--- src/rtl/qif_sweep_scheduler.sv ---
// qif_sweep_scheduler: time-multiplexes NUM_NEURONS virtual QIF neurons over a
// single external update datapath. A divided tick starts a sweep; each neuron
// is issued, awaited, and written back in turn, and the sweep's spike flags are
// published with a one-cycle spike_valid pulse.
module qif_sweep_scheduler #(
    parameter int          NUM_NEURONS = 4,
    parameter logic [23:0] TICK_DIV    = 24'd10_000_000,
    parameter logic [7:0]  V_INIT      = 8'd0
) (
    input  logic                     clk,
    input  logic                     rst,
    input  logic                     en,
    input  logic [NUM_NEURONS*8-1:0] i_syn_bus,
    input  logic [2:0]               mon_sel,
    output logic                     dp_valid,
    output logic [7:0]               dp_v_in,
    output logic [7:0]               dp_i_in,
    input  logic                     dp_ready,
    input  logic                     dp_done,
    input  logic [7:0]               dp_v_out,
    input  logic                     dp_spike,
    output logic [7:0]               v_mon,
    output logic [NUM_NEURONS-1:0]   spike_vec,
    output logic                     spike_valid,
    output logic                     busy,
    output logic                     overrun
);

    localparam int                IDXW      = $clog2(NUM_NEURONS);
    localparam logic [23:0]       TICK_LAST = TICK_DIV - 24'd1;
    localparam logic [IDXW-1:0]   IDX_LAST  = IDXW'(NUM_NEURONS - 1);

    typedef enum logic [2:0] {IDLE, ISSUE, WAIT, WRITE, DONE} state_t;

    state_t                 state;
    logic [23:0]            cnt;
    logic                   tick;
    logic [7:0]             v    [NUM_NEURONS];
    logic [7:0]             snap [NUM_NEURONS];
    logic [IDXW-1:0]        idx;
    logic [IDXW-1:0]        idx_nxt;
    logic [7:0]             res_v;
    logic                   res_spk;
    logic [NUM_NEURONS-1:0] spike_next;
    logic [NUM_NEURONS-1:0] spike_merged;
    logic [7:0]             mon_val;

    assign idx_nxt = idx + IDXW'(1);
    assign busy    = (state != IDLE);

    // Spike vector as it will look once the current neuron's flag is written.
    always_comb begin
        spike_merged      = spike_next;
        spike_merged[idx] = res_spk;
    end

    // Monitor mux; out-of-range selections read as zero.
    always_comb begin
        mon_val = '0;
        for (int k = 0; k < NUM_NEURONS; k++)
            if (mon_sel == 3'(k)) mon_val = v[k];
    end

    // Time-step divider: registered one-cycle tick every TICK_DIV enabled cycles.
    always_ff @(posedge clk or posedge rst) begin
        if (rst) begin
            cnt  <= '0;
            tick <= 1'b0;
        end else begin
            tick <= 1'b0;
            if (en) begin
                if (cnt == TICK_LAST) begin
                    cnt  <= '0;
                    tick <= 1'b1;
                end else begin
                    cnt <= cnt + 24'd1;
                end
            end
        end
    end

    // Sweep sequencer: issue each neuron, wait for its result, write it back.
    always_ff @(posedge clk or posedge rst) begin
        if (rst) begin
            state       <= IDLE;
            idx         <= '0;
            dp_valid    <= 1'b0;
            dp_v_in     <= '0;
            dp_i_in     <= '0;
            res_v       <= '0;
            res_spk     <= 1'b0;
            spike_next  <= '0;
            spike_vec   <= '0;
            spike_valid <= 1'b0;
            overrun     <= 1'b0;
            for (int k = 0; k < NUM_NEURONS; k++) begin
                v[k]    <= V_INIT;
                snap[k] <= '0;
            end
        end else begin
            spike_valid <= 1'b0;
            // A tick landing anywhere but IDLE (DONE included) is lost.
            if (tick && state != IDLE) overrun <= 1'b1;
            case (state)
                IDLE: if (tick) begin
                    for (int k = 0; k < NUM_NEURONS; k++)
                        snap[k] <= i_syn_bus[8*k +: 8];
                    idx      <= '0;
                    dp_valid <= 1'b1;
                    dp_v_in  <= v[0];
                    dp_i_in  <= i_syn_bus[7:0];
                    state    <= ISSUE;
                end
                ISSUE: if (dp_ready) begin
                    dp_valid <= 1'b0;
                    state    <= WAIT;
                end
                WAIT: if (dp_done) begin
                    res_v   <= dp_v_out;
                    res_spk <= dp_spike;
                    state   <= WRITE;
                end
                WRITE: begin
                    v[idx]          <= res_v;
                    spike_next[idx] <= res_spk;
                    if (idx == IDX_LAST) begin
                        // Publish on entry so spike_valid spans exactly the DONE cycle.
                        spike_vec   <= spike_merged;
                        spike_valid <= 1'b1;
                        state       <= DONE;
                    end else begin
                        idx      <= idx_nxt;
                        dp_valid <= 1'b1;
                        dp_v_in  <= v[idx_nxt];
                        dp_i_in  <= snap[idx_nxt];
                        state    <= ISSUE;
                    end
                end
                DONE:    state <= IDLE;
                default: state <= IDLE;
            endcase
        end
    end

    // Registered membrane monitor.
    always_ff @(posedge clk or posedge rst) begin
        if (rst) v_mon <= '0;
        else     v_mon <= mon_val;
    end

endmodule
--- config.mk ---
export PLATFORM = sky130hd
export DESIGN_NAME = qif_sweep_scheduler
export DESIGN_NICKNAME = d
export VERILOG_FILES = /design/src/rtl/qif_sweep_scheduler.sv
export SDC_FILE = /design/constraint.sdc
export NUM_CORES = 1
export LEC_CHECK = 0
export BUFFER_PORTS_ARGS = -buffer_cell sky130_fd_sc_hd__buf_4
export CORE_UTILIZATION = 52
export CTS_CLUSTER_DIAMETER = 120
export DETAILED_ROUTE_END_ITERATION = 6
export PLACE_DENSITY_LB_ADDON = 0.1
export SYNTH_ARGS = -nofsm -noshare
export SYNTH_HDL_FRONTEND = slang
export SYNTH_SLANG_ARGS = --single-unit
--- constraint.sdc ---
create_clock -name clk -period 3.9 [get_ports clk]
set_input_delay 0 -clock clk [delete_from_list [all_inputs] [get_ports clk]]
set_output_delay 0 -clock clk [all_outputs]
set_load 0.1 [all_outputs]
* Yosys cells after proc, flatten, opt, wreduce, memory -nomap -nowiden *
Cells that the tools add are included.

storage, ports and cells
  flip-flop bits (word level) = 138
  word-level logic and storage cells = 96
  output and inout bits = 32
  bits of input ports = 49

cells by class
  reductions and logical operators = 14
  mux-type cells = 39
  eq/ne operators = 12
  bitwise gates (word level) = 2
  magnitude comparators = 5
  add/sub/neg operators = 2

operators by type and width
  kind                   number
  $mux 8                 13
  $bmux 8 s2             2
  $bwmux 32              1
  $pmux 8 s2             2
  $add 24x1->24 const B  1
  $eq 24x24->1 const B   1
  $mux 24                1
  $demux 8 s2            1
  $eq 3x2->1 const B     4
  $mux 3                 4
  $pmux 3 s4             1
  $mux 1                 8
  $ne 2x2->1 const B     4
  $eq 3x1->1 const B     2
  $ge 3x3->1 const B     2
  $logic_not 3->1        2
  $not 2->3              2
  $reduce_and 2->1       3
  $reduce_and 3->1       2
  $reduce_bool 3->1      2
  $bwmux 4               1
  $mux 2                 2
  $pmux 2 s2             1
  $reduce_and 4->1       1
  other kinds (9)        11

* Depth between registers and ports, before layout *
Gate-level depths: netlist (run 1).

  depth in word-level cells = 7
  gate-level depth with buffers = 8
  depth with buffers taken out = 6

* Worst setup path before layout (run 1) *
No wires, ideal clock.

  kind = register -> register
  start = register idx[0]
  end = register dp_i_in[0]
  cell stages (with the launch flop) = 8
  arrival time = 2.075 ns
  path buffers = 2
  required time = 3.777 ns
  clock period less this slack = 2.197 ns
  path slack = 1.703 ns
  library setup time = 0.123 ns
  path through = dfrtp_1 clkinv_1 ha_1 clkbuf_1 clkbuf_1 mux4_2 a22oi_1 nand2_1

on the way
  word-level cells in the longest chain between the ends = 7
  elaborated cells on any way between the ends = 10
  those cells by class = 1 x add/sub; 2 x eq/ne; 5 x mux; 1 x bitwise; 1 x reduce/logical

RTL lines
  element                                     line  text
  start: declaration                          40    logic [IDXW-1:0] idx;
  start signal: assignment                    132   idx <= idx_nxt;
  $add 2x1->2                                 48    assign idx_nxt = idx + IDXW'(1);
  $not 2->3 (implied by the code)             135   dp_i_in <= snap[idx_nxt];
  $bmux 8 s2                                  135
  $mux 8 (implied by the code) (2 in series)  135
  $mux 8                                      126   if (idx == IDX_LAST) begin
  $pmux 8 s2                                  104   case (state)
  end signal: assignment                      111   dp_i_in <= i_syn_bus[7:0];
  end signal: assignment                      135
  end: declaration                            17    output logic [7:0] dp_i_in,

Several ways; a longest one is shown, not always the timed one. The select of a mux whose other input is x is not followed.
A chain may end at the register's enable or synchronous reset.

* Final worst setup path (run 1) *
  start = register idx[0]
  end = register dp_v_in[6]

on the way
  word-level cells in the longest chain between the ends = 7
  elaborated cells on any way between the ends = 10
  those cells by class = 1 x add/sub; 2 x eq/ne; 5 x mux; 1 x bitwise; 1 x reduce/logical

RTL lines
  element                                     line  text
  $add 2x1->2                                 48
  $not 2->3 (implied by the code)             134   dp_v_in <= v[idx_nxt];
  $bmux 8 s2                                  134
  $mux 8 (implied by the code) (2 in series)  134
  $mux 8                                      126
  $pmux 8 s2                                  104
  end signal: assignment                      110   dp_v_in <= v[0];
  end signal: assignment                      134
  end: declaration                            16    output logic [7:0] dp_v_in,

Several ways; a longest one is shown, not always the timed one. The select of a mux whose other input is x is not followed.

==> results.yml, run 1 <==
status:
  outcome: "finished, final reports clean"
clock_tree:
  cts_tree: "built"
  clock-root-buffer: "clkbuf_16"
  clock-sinks: 137
  cts_resized: 0
  cts.clk_slew.worst_paths_ns: 0.06
  clock_path_buffers: 2
  numCtsBuffers: 17
  clk_latency_ns: 0.41
  cts_max_level: 4
synthesis:
  ys_types: 47
  yosys.area.top_type: "dfrtp_1"
  ys_ff_latch: 137
  yosys_warnings: 0
  synth-seq-area-share_pct: 56.00
  syn_avg_cell_area_sq_um: 11.21
  yosysTopAreaCellShare_pct: 56.00
  async_flop_share_pct: 100.0
  netlist_area_sq_um: 6122
  ys.flop_type: "dfrtp_1"
  netlist_instances: 546
  synth.area.top_cells: "dfrtp_1 56%, nand2_1 9.4%, mux2_2 7.0%"
  synth_edf_count: 0
  synth_fp_nets: 600
sta:
  rsz0062_at_grt: "no"
  finalCritPeriodShare_pct: 69.67
  clock-skew-final_ns: 0.006015
  hold_violations: 0
  relSlewSlack_pct: 32.10
  worst_hold_slack_ns: 0.1113
  layout_min_cycle_time_ns: 2.717
  setup_viol: 0
  slew_viol_final: 0
  setup_tns_ns: 0
  tightestPinTransition_ns: 1.018
  max_freq_mhz: 368.0
cells_and_area:
  nNetsFinal: 732
  seq_area_sq_um: 3428
  syn_to_final_growth_pct: 29.72
  fill_cells: 823
  final_util_pct: 69.25
  multi_input_area_sq_um: 2590
  layout-drive-gt1-share_pct: 29.09
  diodes: 0
critical_path:
  r2r-start: "idx[0]"
  endpoint_kind: "register"
  required_ns: 4.18
  cpPeakStageDelay_ns: 0.95
  crit_type: "register to register"
  worstPathCellList: "clkinv_1, ha_1, nand2b_1, o221a_2, mux2i_1, a21oi_1"
  crit_path_start_kind: "register"
  cp_slowest_cell: "ha_1"
  crit_fanout: 19
  crit_arrival_ns: 3.00
  cp-startpoint: "idx[0]"
drt:
  wl_um: 13910
  drc: 0
  viasPerCell: 5.429
  num_vias: 4528
  dr.first_iter.drc_count: 286
  final_antenna_net_count: 0
  wl_met2_um: 6748
  drt_first_pass_iters: 4
  top_layer: "met4"
  met1Wirelength_um: 6269
  wl_met3_um: 732
  avgRoutedWirePerCell_um: 16.68
die:
  start_util_pct: 53.39
  die_x_um: 110.5
  coreArea_sq_um: 11470
  num_rows: 39
  dieArea_sq_um: 12210
  ioPinCount: 81
  die_y_um: 110.5
global_route:
  grt_usage_pct: 24.78
  grt_pass1_wl_um: 23520
  grt_start_max_net_pins: 82
  grt_antenna_before_repair: 0
  grt_pass1_vias: 4668
  grt_overflow: 0
placement:
  hpwlAfterDp_um: 8703
  portBuffers: 80
  gp_congestion: 0.7695
hold_path:
  hp-class: "input port to register"
  min_from: "mon_sel[1]"
power_and_ir_drop:
  leakage_nw: 3.724
  power_density_nw_per_um2: 809.8
  max-vdd-ir-drop_mv: 0.7763
job:
  drv_cap: 0
[cell usage in the layout (no fill, tap or decap), types with 3 or more instances in the layout]
master         netlist  routed
o221a_2              7       7
xnor2_1             15      15
mux2_2              38      38
clkbuf_16            0      17
mux2i_1             11      11
ha_1                 5       5
or3_1                3       3
buf_4                0      89
nand2_1            153     153
nor3_1               4       4
clkbuf_8             0       5
a22oi_1              8       8
dfrtp_1            137     137
nor2_1              17      17
and2_1               4       4
and3_1               5       5
inv_1                7       6
nand4_1              8       8
clkinv_2             0       6
nand3_1             11      11
mux4_2              16      16
o21ai_0             11      11
dlygate4sd3_1        0      47
or2_2               10      10
nor2b_1              9       9
a21oi_1             13      13
[worst paths after layout]
| kind | to | slack (ns) | cells after the start |
|---|---|---|---|
| max in group asynchronous | v[9] | 2.54 | 4 |
| min in group asynchronous | cnt[4] | 0.37 | 3 |
| worst min-delay path | v_mon[6] | 0.11 | 3 |
| worst max-delay path | dp_v_in[6] | 1.18 | 6 |
| worst min register to register | snap[1] | 0.47 | 2 |
| worst max register to register | dp_v_in[6] | 1.18 | 6 |
[power by group]
part / total, mW / internal [mW] / switching (mW) / leakage [nW]
clock: 1.52 / 0.954 / 0.568 / 0.286
sequential: 2.21 / 1.84 / 0.373 / 1.68
combinational: 2.69 / 0.993 / 1.70 / 1.76
total: 6.43 / 3.79 / 2.64 / 3.72
[worst max-delay path, delay by kind of cell (launching register included)]
family / cells / cell delay (ns)
buffers and inverters: 1 / 0.32
and+or+nand+nor: 1 / 0.38
adders and majority gates: 1 / 0.95
muxes: 1 / 0.15
AOI/OAI and AO/OA: 2 / 0.43
DFF: 1 / 0.34
[cell type report]
class	instances	area share (%)
Sequential cell	137	43.17
Clock buffer	24	6.318
Inverter	9	0.4569
Tap cell	143	2.253
Multi-Input combinational cell	377	32.61
Clock inverter	8	0.8508
Timing Repair Buffer	136	14.34
[kinds of logic (layout without fill, tap and decap cells)]
kind of cell | Yosys count | in the layout | share of synthesized area (%)
compound gates | 49 | 49 | 5.477
simple gates | 241 | 241 | 18.35
xor+xnor | 17 | 17 | 2.432
flops | 137 | 137 | 56.00
fa+ha+maj | 5 | 5 | 1.022
buf+inv | 32 | 177 | 2.044
mux | 65 | 65 | 14.67
[Yosys cell counts (2+ instances only)]
| library cell | count |
|---|---|
| nor2_1 | 17 |
| and2_1 | 4 |
| or4_4 | 2 |
| mux2_2 | 38 |
| clkbuf_1 | 18 |
| o221a_2 | 7 |
| buf_2 | 2 |
| nor4bb_1 | 2 |
| or2_2 | 10 |
| nand2b_1 | 2 |
| and3_1 | 5 |
| nand2_1 | 153 |
| dfrtp_1 | 137 |
| clkinv_1 | 2 |
| nor2b_1 | 9 |
| o21ai_0 | 11 |
| clkbuf_2 | 2 |
| xor2_1 | 2 |
| nor4_2 | 2 |
| mux2i_1 | 11 |
| inv_1 | 7 |
| or3_1 | 3 |
| xnor2_1 | 15 |
| ha_1 | 5 |
| mux4_2 | 16 |
| a21oi_1 | 13 |
| nand4_1 | 8 |
| a22oi_1 | 8 |
| a21boi_0 | 2 |
| nor4_1 | 2 |
| nor3_1 | 4 |
| nand3_1 | 11 |
| o22ai_1 | 2 |
[sequential cells by signal (all words and copies together), names as in the netlist]
name and flops:
cnt 24, dp_i_in 8, dp_v_in 8, dp_valid 1
idx 2, overrun 1, res_spk 1, res_v 8
snap 32, spike_next 3, spike_valid 1, spike_vec 4
state 3, tick 1, v 32, v_mon 8
[routing by layer]
layer  global-route usage (%)  vias to the layer above
li1                         -                     2145
met1                    34.22                     2242
met2                    38.43                      128
met3                    6.312                       13
met4                    8.356                        0
met5                        0                        -
[what timing repair did]
action,in CTS,in global routing
setup buffers,0,0
endpoints found under the hold margin,142,0
hold buffers,47,0
[per-stage QoR]
step | total power [mW] | std cells | area [sq um] | setup slack (ns)
floorplan | 4.220 | 546 | 6122 | 0.2322
global route | 6.748 | 834 | 7941 | 1.079
CTS | 6.456 | 834 | 7941 | 1.258
finish | 6.431 | 834 | 7941 | 1.183
detailed placement | 4.863 | 755 | 6902 | 1.264
global placement | 4.780 | 755 | 6902 | 1.439
Power figures use the tool's default switching activity.
==> run 2, diff against run 1 <==
==> constraint.sdc (replaced) <==
create_clock -name clk -period 2.35 [get_ports clk]
set_input_delay 0 -clock clk [delete_from_list [all_inputs] [get_ports clk]]
set_output_delay 0 -clock clk [all_outputs]
set_load 0.1 [all_outputs]
==> results.yml, run 2 (synthesis results as in run 1) <==
cells_and_area:
  layout-drive-gt1-share_pct: 30.09
  finalNonFillerCells: 841
  nNetsFinal: 740
  reg_top3: "snap x32, v x32, cnt x24"
  diodes: 0
  layout_commonest_cell: "nand2_1"
  syn_to_final_growth_pct: 32.29
  final_cell_mix: "153 x nand2_1, 137 x dfrtp_1, 95 x buf_4"
critical_path:
  cpPeakStageDelay_ns: 0.50
  worstPathCellList: "clkinv_1, ha_1, inv_1, a21boi_0, buf_4, mux2i_1, a21oi_1"
  rrSetupSlack_ns: 0.25
  crit_fanout: 11
  reg2regPathDepth: 7
  crit_arrival_ns: 2.39
  r2r-start: "idx[0]"
  crit_type: "register to register"
  required_ns: 2.63
  cp_slowest_cell: "ha_1"
  r2r_end: "dp_v_in[4]"
  endpoint_kind: "register"
  crit_path_start_kind: "register"
global_route:
  grt_start_max_net_pins: 45
  grt_usage_pct: 24.91
  grt_pass1_wl_um: 23880
  grt_antenna_before_repair: 0
  grt_pass1_vias: 4745
  grt_overflow: 0
sta:
  relSlewSlack_pct: 38.91
  slew_viol_final: 0
  hold_violations: 0
  finalCritPeriodShare_pct: 89.48
  setup_viol: 0
  layout_min_cycle_time_ns: 2.103
  tightestPinTransition_ns: 0.9144
  max_freq_mhz: 475.6
  setup_tns_ns: 0
  rsz0062_at_grt: "no"
  clock-skew-final_ns: 0.005391
  worst_hold_slack_ns: 0.1122
  fin_ws_ns: 0.2472
placement:
  portBuffers: 80
  hpwlAfterDp_um: 9035
  gp_congestion: 0.7771
  dp_slack_ns: 0.2795
  placedCellCount: 763
die:
  die_x_um: 110.5
  dieArea_sq_um: 12210
  num_rows: 39
  ioPinCount: 81
  start_util_pct: 53.39
  die_y_um: 110.5
  coreArea_sq_um: 11470
drt:
  viasPerCell: 5.472
  dr.first_iter.drc_count: 313
  drc: 0
  avgRoutedWirePerCell_um: 16.72
  drt_first_pass_iters: 5
  num_vias: 4602
  final_antenna_net_count: 0
  wl_um: 14060
hold_path:
  min_from: "mon_sel[1]"
  hp-class: "input port to register"
  min_delay_path_depth: 3
  holdPathEnd: "v_mon[3]"
power_and_ir_drop:
  leakage_nw: 3.791
  max-vdd-ir-drop_mv: 1.249
  power_density_nw_per_um2: 1367
  p_int_mw: 6.649
  power_switching_mw: 4.421
  combPwrFrac_pct: 41.0
  p_total_mw: 11.07
  switching_share_pct: 39.94
  clkPwrFrac_pct: 26.0
  seqPwrFrac_pct: 33.0
status:
  outcome: "finished, final reports clean"
clock_tree:
  postCtsSetupRepairBufs: 0
  cts_max_level: 4
  clock_path_buffers: 2
  clock-sinks: 137
  clock-root-buffer: "clkbuf_16"
  clk_latency_ns: 0.42
  cts.clk_slew.worst_paths_ns: 0.06
  numCtsBuffers: 17
  cts_tree: "built"
job:
  drv_cap: 0
[run 2: per-stage QoR]
step / util (%) / cell area [sq um]
global placement: 60.94 / 6988
floorplan: - / 6126
CTS: 70.63 / 8099
detailed placement: 60.94 / 6988
global route: 70.63 / 8099
finish: 70.63 / 8099
[run 2: area by class of cell]
type,count,area (sq um)
Fill cell,820,3368
Clock buffer,18,439.2
Multi-Input combinational cell,377,2590
Clock inverter,13,201.4
Sequential cell,137,3428
Tap cell,143,178.9
Inverter,9,37.54
Timing Repair Buffer,144,1224
[run 2: worst max path at each step]
stage,startpoint,end,slack [ns],cells after the start
finish,idx[0],dp_v_in[4],0.25,7
global route,idx[0],dp_v_in[7],0.06,7
CTS,idx[0],dp_v_in[4],0.26,7
detailed placement,idx[0],dp_v_in[4],0.28,7
global placement,idx[0],dp_v_in[6],0.39,7
floorplan,idx[0],dp_i_in[0],0.15,7
[run 2: timing repair]
action,in CTS,in global routing
setup endpoints to repair,0,0
endpoints found under the hold margin,102,0
gates resized for setup,0,0
hold buffers,47,0
[run 2: critical path, delay by kind of cell, from the launching register on]
kind,cells,cell delay (ns)
fa+ha+maj,1,0.50
flops,1,0.47
buf+inv,3,0.44
compound gates,2,0.35
mux,1,0.21
[run 2: routing by layer]
layer | GRT usage [%] | part of all wire, % | vias to the layer above
met2 | 40.58 | 50 | 123
met5 | 0 | 0 | -
met3 | 5.434 | 4.9 | 17
met4 | 7.822 | 1.1 | 0
met1 | 33.48 | 44 | 2299
li1 | - | - | 2163
[run 2: power groups by stage]
| stage | Combinational, mW | Sequential, mW | Clock, mW |
|---|---|---|---|
| floorplan | 2.03 | 4.97 | 0 |
| global placement | 4.36 | 3.65 | 0 |
| detailed placement | 4.44 | 3.69 | 0 |
| CTS | 4.54 | 3.65 | 2.92 |
| global route | 4.81 | 3.75 | 3.02 |
| finish | 4.54 | 3.65 | 2.88 |
==> run 3, diff against run 2 <==
--- a/config.mk
+++ b/config.mk
@@ -8,8 +8,9 @@
 export BUFFER_PORTS_ARGS = -buffer_cell sky130_fd_sc_hd__buf_4
 export CORE_UTILIZATION = 52
 export CTS_CLUSTER_DIAMETER = 120
+export CTS_CLUSTER_SIZE = 12
 export DETAILED_ROUTE_END_ITERATION = 6
-export PLACE_DENSITY_LB_ADDON = 0.1
+export PLACE_DENSITY = 0.84
 export SYNTH_ARGS = -nofsm -noshare
 export SYNTH_HDL_FRONTEND = slang
 export SYNTH_SLANG_ARGS = --single-unit
==> results.yml, run 3 (synthesis results as in run 1) <==
status:
  outcome: "finished, final reports clean"
sta:
  slew_viol_final: 0
  layout_min_cycle_time_ns: 2.063
  max_freq_mhz: 484.7
  tightestPinTransition_ns: 0.8050
  clock-skew-final_ns: 0.008965
  rsz0062_at_grt: "no"
  setup_viol: 0
  finalCritPeriodShare_pct: 87.79
  setup_tns_ns: 0
  relSlewSlack_pct: 46.14
  hold_violations: 0
power_and_ir_drop:
  max-vdd-ir-drop_mv: 1.144
  clkPwrFrac_pct: 26.4
  seqPwrFrac_pct: 33.0
  power_density_nw_per_um2: 1390
  p_int_mw: 6.659
  combPwrFrac_pct: 40.7
  power_switching_mw: 4.604
  leakage_nw: 3.783
  switching_share_pct: 40.88
die:
  num_rows: 39
  die_x_um: 110.5
  start_util_pct: 53.39
  coreArea_sq_um: 11470
  die_y_um: 110.5
  ioPinCount: 81
  dieArea_sq_um: 12210
drt:
  final_antenna_net_count: 0
  drt_first_pass_iters: 5
  wl_um: 15430
  viasPerCell: 5.617
  avgRoutedWirePerCell_um: 18.37
  drc: 0
  dr.first_iter.drc_count: 325
  num_vias: 4718
placement:
  hpwlAfterDp_um: 9355
  postPlaceCellArea_sq_um: 6973
  gp_congestion: 0.8726
  portBuffers: 80
  placedCellCount: 761
hold_path:
  holdPathEnd: "v_mon[0]"
  min_from: "mon_sel[1]"
  min_delay_path_depth: 3
  hp-class: "input port to register"
cells_and_area:
  multi_input_area_sq_um: 2590
  final_util_pct: 70.66
  fill_cells: 750
  fin_area_sq_um: 8103
  reg_top3: "snap x32, v x32, cnt x24"
  layout-drive-gt1-share_pct: 29.99
  diodes: 0
  nNetsFinal: 738
  finalNonFillerCells: 840
  layout_commonest_cell: "nand2_1"
  final_cell_mix: "153 x nand2_1, 137 x dfrtp_1, 93 x buf_4"
  seq_area_sq_um: 3428
  syn_to_final_growth_pct: 32.35
critical_path:
  crit_arrival_ns: 2.36
  r2r-start: "idx[0]"
  endpoint_kind: "register"
  crit_type: "register to register"
  crit_path_start_kind: "register"
  rrSetupSlack_ns: 0.29
  reg2regPathDepth: 7
  crit_fanout: 11
  required_ns: 2.65
  r2r_end: "dp_v_in[7]"
clock_tree:
  numCtsBuffers: 17
  cts_tree: "built"
  clk_latency_ns: 0.43
  cts_hold_buffers: 47
  cts_resized: 0
  clock-sinks: 137
  cts.clk_slew.worst_paths_ns: 0.06
  postCtsSetupRepairBufs: 0
  clock_path_buffers: 2
  cts_max_level: 4
  clock-root-buffer: "clkbuf_16"
global_route:
  grt_usage_pct: 27.26
  grt_start_max_net_pins: 56
  grt_overflow: 0
  grt_pass1_wl_um: 25650
  grt_antenna_before_repair: 0
  grt_pass1_vias: 5138
job:
  drv_cap: 0
[run 3: cell types whose count changed in the layout (fill, tap and decap cells not counted), sizes merged]
cell      previous run  this run
buf                 97        95
clkinv               7         5
inv                  6         8
clkinvlp             4         5
[run 3: power by group through the flow]
stage	combinational, mW	sequential, mW	clock (mW)
2_1_floorplan	2.03	4.97	0
3_3_place_gp	4.30	3.64	0
3_5_place_dp	4.44	3.72	0
4_1_cts	4.57	3.70	3.00
5_1_grt	4.83	3.80	3.10
6_report	4.58	3.71	2.97
[run 3: worst max-delay path by stage]
| stage | start | endpoint | slack (ns) | depth (start not counted) |
|---|---|---|---|---|
| finish | idx[0] | dp_v_in[7] | 0.29 | 7 |
| global route | idx[0] | dp_v_in[7] | 0.05 | 7 |
| CTS | idx[0] | dp_v_in[7] | 0.27 | 7 |
| detailed placement | idx[0] | dp_i_in[0] | 0.35 | 6 |
| global placement | idx[0] | dp_v_in[3] | 0.45 | 7 |
| floorplan | idx[0] | dp_i_in[0] | 0.15 | 7 |
[run 3: final cells by class]
class	instances	share of cell area [%]
clock inverters	14	2.718
multi-input cells	377	31.96
flip-flops and latches	137	42.31
clock buffers	18	5.420
repair buffers	142	14.92
inverters	9	0.4632
well taps	143	2.208
[run 3: critical path, cell delays in order, from the launching register on]
cell      delay [ns]
dfrtp_1         0.43
clkinv_1        0.12
ha_1            0.51
inv_1           0.10
a21boi_0        0.25
buf_4           0.20
mux2i_1         0.23
a21oi_1         0.10
[run 3: stage by stage]
step                      worst slack [ns]  hold slack [ns]  total power, mW
after floorplan                     0.1525          0.06564            7.004
after global placement              0.4501           0.1564            7.943
after detailed placement            0.3481           0.1736            8.157
after CTS                           0.2688          0.09406            11.26
after global routing               0.05044           0.1166            11.73
final                               0.2868           0.1016            11.26
[run 3: layer usage]
metal | GRT usage [%] | vias to the layer above | share of wire (%)
met3 | 7.794 | 42 | 5.6
met5 | 0 | - | 0
met2 | 46.09 | 180 | 52
li1 | - | 2157 | -
met4 | 12.71 | 0 | 3.0
met1 | 32.12 | 2339 | 40
